[src/rtl/regfile_write_arbiter_pkg.sv]
// Shared types and defaults for the register-file write-port arbiter.
package regfile_arb_pkg;

    localparam int DEF_DATA_W = 32;
    localparam int DEF_ADDR_W = 5;
    localparam int DEF_NREGS  = 32;

    // Register index that is hard-wired to zero and never written.
    localparam int ZERO_REG = 0;

    typedef enum logic {
        ST_INIT = 1'b0,
        ST_RUN  = 1'b1
    } arb_state_e;

endpackage

[src/rtl/regfile_write_arbiter_rr_arb2.sv]
// Two-way round-robin arbiter; after a grant the pointer favours the other requester.
module rr_arb2 (
    input  logic       clk,
    input  logic       rst,
    input  logic [1:0] req,
    input  logic       advance,
    output logic [1:0] gnt
);

    logic ptr_q;
    logic ptr_d;

    always_comb begin
        gnt   = 2'b00;
        ptr_d = ptr_q;
        case (req)
            2'b01:   gnt = 2'b01;
            2'b10:   gnt = 2'b10;
            2'b11:   gnt = ptr_q ? 2'b10 : 2'b01;
            default: gnt = 2'b00;
        endcase
        // Granting index 0 moves the pointer to 1 and vice versa.
        if (advance && (gnt != 2'b00)) begin
            ptr_d = gnt[0];
        end
    end

    always_ff @(posedge clk) begin
        if (rst) begin
            ptr_q <= 1'b0;
        end else begin
            ptr_q <= ptr_d;
        end
    end

endmodule

[src/rtl/regfile_write_arbiter.sv]
// Shares the register-file write port between ALU (req0) and load (req1) writeback.
// Define REGFILE_CLEAR_EN to zero every register in a post-reset clear sequence.
module regfile_write_arbiter
    import regfile_arb_pkg::*;
#(
    parameter int DATA_W = DEF_DATA_W,
    parameter int ADDR_W = DEF_ADDR_W,
    parameter int NREGS  = DEF_NREGS
) (
    input  logic              clk,
    input  logic              rst,
    input  logic              req0_valid,
    input  logic [ADDR_W-1:0] req0_addr,
    input  logic [DATA_W-1:0] req0_data,
    output logic              req0_ready,
    input  logic              req1_valid,
    input  logic [ADDR_W-1:0] req1_addr,
    input  logic [DATA_W-1:0] req1_data,
    output logic              req1_ready,
    output logic              rf_we,
    output logic [ADDR_W-1:0] rf_wa,
    output logic [DATA_W-1:0] rf_wd,
    output logic              init_busy
);

    if ((NREGS < 1) || (NREGS > (1 << ADDR_W))) begin : g_nregs_check
        $error("NREGS must lie in 1..2**ADDR_W");
    end

    logic              run;
    logic [1:0]        arb_req;
    logic [1:0]        gnt;
    logic              xfer;
    logic [ADDR_W-1:0] win_addr;
    logic [DATA_W-1:0] win_data;

    logic              we_q, we_d;
    logic [ADDR_W-1:0] wa_q, wa_d;
    logic [DATA_W-1:0] wd_q, wd_d;

`ifdef REGFILE_CLEAR_EN
    localparam logic [ADDR_W-1:0] LAST_REG = ADDR_W'(NREGS - 1);

    arb_state_e        state_q, state_d;
    logic [ADDR_W-1:0] clr_cnt_q, clr_cnt_d;

    always_comb begin
        state_d   = state_q;
        clr_cnt_d = clr_cnt_q;
        case (state_q)
            ST_INIT: begin
                clr_cnt_d = clr_cnt_q + ADDR_W'(1);
                if (clr_cnt_q == LAST_REG) begin
                    state_d = ST_RUN;
                end
            end
            ST_RUN:  state_d = ST_RUN;
            default: state_d = ST_INIT;
        endcase
    end

    always_ff @(posedge clk) begin
        if (rst) begin
            state_q   <= ST_INIT;
            clr_cnt_q <= '0;
        end else begin
            state_q   <= state_d;
            clr_cnt_q <= clr_cnt_d;
        end
    end

    assign init_busy = (state_q == ST_INIT);
    assign run       = (state_q == ST_RUN);
`else
    assign init_busy = 1'b0;
    assign run       = 1'b1;
`endif

    // No grants while in reset or clearing, so readies stay low there.
    assign arb_req = {req1_valid, req0_valid} & {2{run && !rst}};

    rr_arb2 u_arb (
        .clk     (clk),
        .rst     (rst),
        .req     (arb_req),
        .advance (run),
        .gnt     (gnt)
    );

    assign req0_ready = gnt[0];
    assign req1_ready = gnt[1];
    assign xfer       = |gnt;
    assign win_addr   = gnt[1] ? req1_addr : req0_addr;
    assign win_data   = gnt[1] ? req1_data : req0_data;

    always_comb begin
        we_d = 1'b0;
        wa_d = wa_q;
        wd_d = wd_q;
`ifdef REGFILE_CLEAR_EN
        if (state_q == ST_INIT) begin
            we_d = 1'b1;
            wa_d = clr_cnt_q;
            wd_d = '0;
        end
`endif
        // Writes to the zero register are accepted but never reach the file.
        if (xfer && (win_addr != ADDR_W'(ZERO_REG))) begin
            we_d = 1'b1;
            wa_d = win_addr;
            wd_d = win_data;
        end
    end

    always_ff @(posedge clk) begin
        if (rst) begin
            we_q <= 1'b0;
            wa_q <= '0;
            wd_q <= '0;
        end else begin
            we_q <= we_d;
            wa_q <= wa_d;
            wd_q <= wd_d;
        end
    end

    assign rf_we = we_q;
    assign rf_wa = wa_q;
    assign rf_wd = wd_q;

endmodule

[config.mk]
export PLATFORM = sky130hd
export DESIGN_NAME = regfile_write_arbiter
export DESIGN_NICKNAME = d
export VERILOG_FILES = /design/src/rtl/regfile_write_arbiter_pkg.sv /design/src/rtl/regfile_write_arbiter_rr_arb2.sv /design/src/rtl/regfile_write_arbiter.sv
export SDC_FILE = /design/constraint.sdc
export NUM_CORES = 1
export LEC_CHECK = 0
export BUFFER_PORTS_ARGS = -buffer_cell sky130_fd_sc_hd__buf_2
export CAP_MARGIN = 20
export CORE_UTILIZATION = 38
export DETAILED_ROUTE_END_ITERATION = 6
export HOLD_SLACK_MARGIN = 0.03
export PLACE_DENSITY = 0.75
export SLEW_MARGIN = 20
export SYNTH_ARGS = -nofsm -noshare
export SYNTH_HDL_FRONTEND = slang
export SYNTH_SLANG_ARGS = --single-unit
[constraint.sdc]
create_clock -name clk -period 1.8 [get_ports clk]
set_clock_uncertainty 0.2 [all_clocks]
set_input_delay 0.36 -clock clk [delete_from_list [all_inputs] [get_ports clk]]
set_output_delay 0.36 -clock clk [all_outputs]
set_load 0.02 [all_outputs]
==> flow_metrics.py <==
metrics = {
    "status": {
        "outcome": "finished, final reports clean",
    },
    "power_and_ir_drop": {
        "p_leak_nw": 1.56,
        "power.density_mw_per_mm2": 800,
        "max-vdd-ir-drop_mv": 0.429,
    },
    "floorplanning": {
        "core_sq_mm": 0.00479,
        "num_rows": 25,
        "start_util_pct": 39.9,
        "die_area_sq_mm": 0.00532,
        "fp.dieH_um": 72.9,
        "io_pins": 119,
        "die_w_um": 72.9,
    },
    "cts": {
        "hold_buffers": 0,
        "clock_latency_ps": 270,
        "cts-root-buf": "clkbuf_8",
        "cts_tree": "built",
        "clock-sinks": 39,
        "clk_path_buf_depth": 2,
        "ctsHtreeMaxLevel": 2,
        "cts_buffers": 5,
        "clkTransAtPathRegs_ps": 70,
    },
    "placed_design": {
        "place_area_sq_mm": 0.00264,
        "place_hpwl_um": 3400,
        "gp_congestion": 0.776,
        "port_buffers": 117,
    },
    "synth": {
        "ys_ff_latch": 39,
        "netlist_instances": 178,
        "yosysSeqAreaShare_pct": 40.9,
        "yosysWarnings": 0,
        "synth_cell_type_count": 18,
        "syn_area_sq_mm": 0.00191,
        "syn-num-nets": 256,
        "syn_avg_cell_area_sq_um": 10.7,
    },
    "sta": {
        "fin_setup_tns_ps": 0,
        "setup_viol": 0,
        "post-route-period-util_pct": 96.6,
        "period_needed_ps": 1740,
        "finalHoldViolCount": 0,
        "rsz0062_at_grt": "false",
        "drv_slew": 0,
        "fmax_mhz": 575,
    },
    "cells_and_area": {
        "fin_nets": 384,
        "antenna_cells": 0,
        "fin_area_sq_mm": 0.00276,
        "drive_gt1_share_pct": 47.1,
        "syn_to_final_growth_pct": 44.7,
    },
    "detailed_routing": {
        "wl_per_cell_um": 11.6,
        "met2_length_um": 2180,
        "avgViaCountPerCell": 4.51,
        "drt_wl_total_um": 4320,
        "vias": 1683,
        "first_pass_iters": 4,
        "drt-initial-drc-count": 56,
        "drc": 0,
        "top_layer_used": "met4",
        "antenna_left": 0,
        "wl_met3_um": 277,
        "wl_met1_um": 1830,
    },
    "critical_path": {
        "start_kind": "flip-flop",
        "path_max_fanout": 3,
        "cp.required_ps": 1240,
        "crit_arrival_ps": 1180,
        "path_class": "flip-flop to output pin",
        "critPathCaptureType": "output pin",
    },
    "grt": {
        "grt_pass1_vias": 1622,
        "grt_max_degree": 22,
        "grt_first_pass_wirelength_um": 7040,
        "overflow": 0,
        "grt_antenna_before_repair": 0,
        "track_usage_pct": 16.9,
    },
    "worst_hold_path": {
        "hold_path.class": "primary input to flip-flop",
    },
    "flow_run": {
        "drv_cap": 0,
    },
}
layer usage:
| layer | vias up | track usage [%] |
|---|---|---|
| met3 | 4 | 4.14 |
| met5 | - | 0 |
| li1 | 862 | - |
| met4 | 0 | 4.58 |
| met2 | 60 | 31.3 |
| met1 | 757 | 19.4 |
stage by stage:
step / total power, W / utilization, % / hold WS (ps) / cells / setup WS [ps]
global placement: 0.00164 / 55.1 / 255 / 362 / -138
detailed placement: 0.00166 / 55.1 / 260 / 362 / -178
CTS: 0.00224 / 57.4 / 155 / 372 / 2.80
floorplan: 0.00141 / - / 258 / 178 / 19.2
finish: 0.00221 / 57.8 / 162 / 373 / 61.4
global route: 0.00234 / 57.8 / 171 / 373 / 4.86
layout by cell type, fill, tap and decap left out, types with 3 or more instances in the layout:
cell type	n
buf_2	116
buf_4	14
clkbuf_8	6
dfxtp_1	38
inv_1	3
mux2i_1	72
nand2b_1	37
Yosys cell counts:
| master | number | area share [%] |
|---|---|---|
| mux2i_1 | 72 | 38 |
| dfxtp_1 | 39 | 41 |
| nand2b_1 | 37 | 12 |
| buf_2 | 5 | 1.3 |
| clkbuf_1 | 4 | 0.79 |
| buf_6 | 3 | 1.8 |
| inv_1 | 3 | 0.59 |
| nand3b_1 | 2 | 0.79 |
| nor2_1 | 2 | 0.39 |
| o32ai_1 | 2 | 0.92 |
| or4_1 | 2 | 0.79 |
| a21oi_1 | 1 | 0.26 |
| buf_4 | 1 | 0.39 |
| conb_1 | 1 | 0.20 |
| inv_2 | 1 | 0.20 |
| nand2_1 | 1 | 0.20 |
| o21bai_1 | 1 | 0.39 |
| o22ai_1 | 1 | 0.33 |
cell families after synthesis:
| family | after synthesis | share of synthesized area, % |
|---|---|---|
| and+or+nand+nor | 44 | 14.3 |
| AOI/OAI and AO/OA | 5 | 1.90 |
| buffers and inverters | 17 | 5.04 |
| muxes | 72 | 37.7 |
| DFF | 39 | 40.9 |
| other | 1 | 0.196 |
timing repair:
| item | CTS | global route |
|---|---|---|
| setup buffers | 3 | 1 |
| setup endpoints to repair | 2 | 8 |
| pin swaps | 1 | 1 |
| resized for setup | 1 | 3 |
power by group:
group	total, W	internal (W)	switching, W
Combinational	0.000620	0.000293	0.000327
Clock	0.000571	0.000300	0.000270
Sequential	0.00102	0.000968	0.0000522
critical path, stage by stage, from the launching register on:
cell,delay [ps]
dfxtp_2,330
nand2b_1,150
nand3b_1,120
buf_6,130
inv_2,30
buf_4,140
registers in the layout (all words and copies together) (netlist names):
| register | cells |
|---|---|
| rf_wd | 32 |
| u_arb.ptr_q | 1 |
| rf_wa | 5 |
| rf_we | 1 |
final cells by class:
type	count	area [sq um]
Fill cell	430	2020
Multi-Input combinational cell	122	1050
Sequential cell	39	782
Timing Repair Buffer	134	748
Tap cell	67	83.8
Clock buffer	6	82.6
Inverter	4	15.0
Clock inverter	1	5.00
path summary, 6_finish.rpt:
kind                 start         end  slack [ps]  cells past startpoint
min          req1_data[23]   rf_wd[23]         160                      3
max reg2reg    u_arb.ptr_q   rf_wd[14]         130                      6
min reg2reg       rf_wd[1]    rf_wd[1]         270                      2
max            u_arb.ptr_q  req1_ready          60                      5
Note: power is estimated with default switching activity, not from simulation.
